**config.mk**
```make
export PLATFORM = sky130hd
export DESIGN_NAME = timer_dev
export DESIGN_NICKNAME = d
export VERILOG_FILES = /design/src/rtl/timer_dev.sv
export SDC_FILE = /design/constraint.sdc
export NUM_CORES = 1
export LEC_CHECK = 0
export ABC_CLOCK_PERIOD_IN_PS = 2220
export BUFFER_PORTS_ARGS = -buffer_cell sky130_fd_sc_hd__buf_4
export CORE_UTILIZATION = 25
export CTS_CLUSTER_SIZE = 16
export DETAILED_ROUTE_END_ITERATION = 6
export PLACE_DENSITY = 0.44
export SYNTH_ARGS = -nofsm -noshare
export SYNTH_HDL_FRONTEND = slang
export SYNTH_SLANG_ARGS = --single-unit
```
**constraint.sdc**
```tcl
create_clock -name clk -period 2.22 [get_ports clk]
set_clock_uncertainty 0.1 [all_clocks]
set_input_delay 0.222 -clock clk [delete_from_list [all_inputs] [get_ports clk]]
set_output_delay 0.222 -clock clk [all_outputs]
set_load 0.02 [all_outputs]
```
**src/rtl/timer_dev.sv**
```systemverilog
// Programmable countdown timer on the CPU peripheral bus.
// Raises a masked interrupt on expiry, with either one-shot or auto-reload behaviour.
module timer_dev #(
    parameter int unsigned PRESCALE = 1
) (
    input  logic        clk,
    input  logic        reset,
    input  logic        sel,
    input  logic [1:0]  addr,
    input  logic        we,
    input  logic [31:0] wd,
    output logic [31:0] rd,
    output logic        irq
);

    localparam int unsigned TW = (PRESCALE > 1) ? $clog2(PRESCALE) : 1;
    localparam logic [TW-1:0] TICK_LAST = TW'(PRESCALE - 1);

    typedef enum logic [1:0] {
        StIdle,
        StLoad,
        StCnt,
        StInt
    } state_e;

    state_e        state_q, state_d;
    logic [3:0]    ctrl_q, ctrl_d;
    logic [31:0]   preset_q, preset_d;
    logic [31:0]   count_q, count_d;
    logic          pend_q, pend_d;
    logic [TW-1:0] tick_q, tick_d;

    logic wr_ctrl, wr_preset;
    logic pend_set, pend_clr;

    assign wr_ctrl   = sel && we && (addr == 2'd0);
    assign wr_preset = sel && we && (addr == 2'd1);

    always_comb begin
        state_d  = state_q;
        ctrl_d   = ctrl_q;
        preset_d = preset_q;
        count_d  = count_q;
        pend_d   = pend_q;
        tick_d   = tick_q;
        pend_set = 1'b0;
        pend_clr = 1'b0;

        unique case (state_q)
            StIdle: begin
                if (ctrl_q[0]) begin
                    state_d = StLoad;
                end
            end
            StLoad: begin
                count_d = preset_q;
                tick_d  = '0;
                state_d = StCnt;
            end
            StCnt: begin
                if (!ctrl_q[0]) begin
                    state_d = StIdle;
                end else if (tick_q == TICK_LAST) begin
                    tick_d = '0;
                    // A count of 0 or 1 expires on this tick; never wraps below zero.
                    if (count_q > 32'd1) begin
                        count_d = count_q - 32'd1;
                    end else begin
                        count_d  = 32'd0;
                        pend_set = 1'b1;
                        state_d  = StInt;
                    end
                end else begin
                    tick_d = tick_q + TW'(1);
                end
            end
            StInt: begin
                if (ctrl_q[2:1] == 2'b01) begin
                    pend_clr = 1'b1;
                    state_d  = StLoad;
                end else begin
                    ctrl_d[0] = 1'b0;
                    state_d   = StIdle;
                end
            end
            default: state_d = StIdle;
        endcase

        // Bus writes are applied last so a CTRL write overrides the one-shot EN clear.
        if (wr_ctrl) begin
            ctrl_d = wd[3:0];
        end
        if (wr_preset) begin
            preset_d = wd;
        end

        // An expiry in the same cycle as a bus write keeps the interrupt.
        if (pend_set) begin
            pend_d = 1'b1;
        end else if (pend_clr || wr_ctrl || wr_preset) begin
            pend_d = 1'b0;
        end
    end

    always_ff @(posedge clk) begin
        if (reset) begin
            state_q  <= StIdle;
            ctrl_q   <= 4'd0;
            preset_q <= 32'd0;
            count_q  <= 32'd0;
            pend_q   <= 1'b0;
            tick_q   <= '0;
        end else begin
            state_q  <= state_d;
            ctrl_q   <= ctrl_d;
            preset_q <= preset_d;
            count_q  <= count_d;
            pend_q   <= pend_d;
            tick_q   <= tick_d;
        end
    end

    always_comb begin
        rd = 32'd0;
        if (sel) begin
            unique case (addr)
                2'd0:    rd = {28'd0, ctrl_q};
                2'd1:    rd = preset_q;
                2'd2:    rd = count_q;
                default: rd = 32'd0;
            endcase
        end
    end

    assign irq = pend_q & ctrl_q[3];

endmodule

```
==> impl_metrics.py <==
metrics = {
    "status": {
        "outcome": "finished, final reports clean",
    },
    "final_layout": {
        "syn_to_final_growth_pct": 31.4,
        "drive_gt1_share_pct": 24.9,
        "num-nets-final": 723,
        "diodes": 0,
        "instances_no_fill": 913,
        "final_area_um2": 5790,
        "utilization_pct": 33.6,
        "final_common_cell": "buf_4",
        "final_cell_mix": "128 x buf_4, 100 x nand2_1, 71 x dfxtp_1",
    },
    "worst_hold_path": {
        "worstHoldStart": "wd[23]",
        "hold_path_depth": 3,
        "min_path_type": "in2reg",
        "hold_end": "preset_q[23]",
    },
    "worst_setup_path": {
        "endpoint_kind": "register",
        "rrSetupSlack_ps": 20,
        "r2r-start": "count_q[9]",
        "worst_r2r_path_depth": 5,
        "critPathLaunch": "count_q[9]",
        "critPathArrivalTime_ps": 2350,
        "crit_type": "reg2reg",
        "required_ps": 2370,
        "reg2reg_to": "count_q[17]",
        "crit_path_start_kind": "register",
        "path_max_fanout": 7,
    },
    "power_and_ir_drop": {
        "p_leak_nw": 2.15,
        "switchingPower_uw": 871,
        "p_sw_share_pct": 26.7,
        "total_power_mw": 3.27,
        "power_frac_comb_pct": 14.3,
        "clkPwrFrac_pct": 45.4,
        "pwr-share-seq_pct": 40.3,
        "p_int_mw": 2.40,
        "irDropWorstVdd_uv": 339,
        "powerDensity_nw_per_um2": 564,
    },
    "timing": {
        "final-setup-viol-count": 0,
        "slew_viol_final": 0,
        "max-slew-margin-rel_pct": 66.9,
        "finalCritPeriodShare_pct": 99.0,
        "finalCriticalPeriod_ps": 2200,
        "worst_slew_pin_slew_ps": 491,
        "rsz0062_at_grt": "true",
        "hold_violations": 0,
        "whs_ps": 12.9,
        "fmax_mhz": 455,
        "fin_tns_setup_ps": 0,
        "worst_slack_ps": 21.9,
    },
    "yosys": {
        "synth_top_family_by_area": "simple AND/OR/NAND/NOR gates",
        "ys_seq_area_share_pct": 32.2,
        "ys_types": 62,
        "synth_xor_area_share_pct": 0.795,
        "synth_area_um2": 4410,
        "synth_nets": 636,
        "synthAdderAreaFrac_pct": 0.568,
        "synth_mux_area_share_pct": 2.27,
        "synth_flop_cell": "dfxtp_1",
        "async_reset_ff_share_pct": 0,
        "syn_area_per_cell_um2": 7.40,
        "synth_compound_gate_area_share_pct": 28.1,
        "yosys_warnings": 0,
        "synth_cells": 596,
        "synthSimpleGateAreaFrac_pct": 29.6,
        "synth-edff-count": 0,
        "synth.ff_latch_count": 71,
    },
    "clock_tree": {
        "cts_htree_levels": 3,
        "path_clk_slew_ps": 60,
        "clkLatencyLatePin_ps": 350,
        "cts_buffer_depth": 2,
        "cts_sinks": 71,
        "cts_hold_buf": 0,
        "cts_tree": "yes",
        "cts_root_buf": "clkbuf_16",
        "cts_buffers": 9,
    },
    "placement": {
        "dp_hpwl_um": 11100,
        "portBuffers": 70,
        "place_inst": 895,
        "post-place-ws_ps": -14.9,
        "place.gp.congestion": 0.849,
        "placed_cell_area_um2": 5460,
    },
    "die": {
        "placeableCoreArea_um2": 17200,
        "die_x_um": 135,
        "die-area_um2": 18200,
        "die_h_um": 135,
        "pin_count": 71,
        "start_util_pct": 25.6,
        "core.rowCount": 48,
    },
    "global_route": {
        "grt_pass1_vias": 4619,
        "antenna_found_initial": 0,
        "grt_max_degree": 35,
        "grt_pass1_wl_um": 24600,
        "grt_overflow": 0,
        "track_usage_pct": 17.5,
    },
    "routing": {
        "avgViaCountPerCell": 5.14,
        "drc": 0,
        "wl_per_cell_um": 16.8,
        "drtIter0Drc": 333,
        "drtAntennaViolNets": 0,
        "routed_wl_um": 15300,
        "num_vias": 4692,
        "firstDrtPassIters": 5,
    },
    "run": {
        "maxCapViolCount": 0,
    },
}
[registers in the layout (all words and copies together), names as in the netlist]
signal    flops
count_q      32
pend_q        1
ctrl_q        4
state_q       2
preset_q     32
[cell usage after synthesis (all sizes together), types with 3 or more instances]
master    n  area share [%]
a21oi    59             6.7
nor2b    34             4.8
buf      16             2.0
o211ai    3            0.51
and3      3            0.48
inv      11            0.94
dfxtp    71              32
a221oi    4            0.79
o21a      6             1.0
nand4     6            0.85
nand3b    5            0.85
a22oi    32             5.4
nand2b    3            0.43
mux2i    10             2.3
o21ai    40             4.5
clkbuf   39             3.3
xor2      3            0.60
or4       7             1.5
or3       3            0.43
a211oi   22             3.7
nor2     35             3.0
nand3    13             1.8
and2      7            0.99
a31oi     4            0.57
nor3     12             1.7
o31ai     7             1.5
nor4     12             2.0
nand2   101             8.7
[power groups by stage]
stage | registers, mW | clock network, mW | logic (mW)
CTS | 1.32 | 1.51 | 0.465
global route | 1.32 | 1.57 | 0.509
floorplan | 1.34 | 0 | 0.263
detailed placement | 1.34 | 0 | 0.461
finish | 1.32 | 1.48 | 0.469
global placement | 1.34 | 0 | 0.459
[layout make-up]
type / count / area [um^2]
Clock inverter: 3 / 42.5
Clock buffer: 13 / 250
Fill cell: 1855 / 11400
Timing Repair Buffer: 131 / 1010
Sequential cell: 71 / 1420
Inverter: 12 / 45.0
Tap cell: 225 / 282
Multi-Input combinational cell: 458 / 2740
[what timing repair did]
action | in CTS | in global routing
endpoints found under the setup margin | 1 | 18
setup buffers | 0 | 2
gates resized for setup | 1 | 8
pin swaps | 0 | 0
[layer usage]
metal | vias to the layer above | global-route usage (%) | wire (um)
li1 | 2325 | - | -
met1 | 2242 | 21.3 | 6810
met2 | 103 | 30.4 | 7590
met3 | 22 | 3.79 | 567
met4 | 0 | 6.24 | 337
met5 | - | 0 | 0
[worst max-delay path: stages, from the launching register on]
cell and delay (ps):
dfxtp_1 340, or4_4 610, nor3_4 360, nand3b_1 140
xor2_1 170, a2111oi_2 370
[logic make-up after synthesis]
kind of cell	after synthesis
DFF	71
AOI/OAI and AO/OA	192
adders and majority gates	2
buffers and inverters	67
muxes	10
and+or+nand+nor	250
xor gates and xnor gates	4
[worst max-delay path by stage]
stage / slack [ps] / endpoint
final: 20 / count_q[17]
after global routing: -50 / count_q[17]
after CTS: 4 / count_q[13]
after detailed placement: -10 / count_q[22]
after global placement: 20 / count_q[13]
after floorplan: 100 / count_q[22]
(Power assumes the default switching activity.)
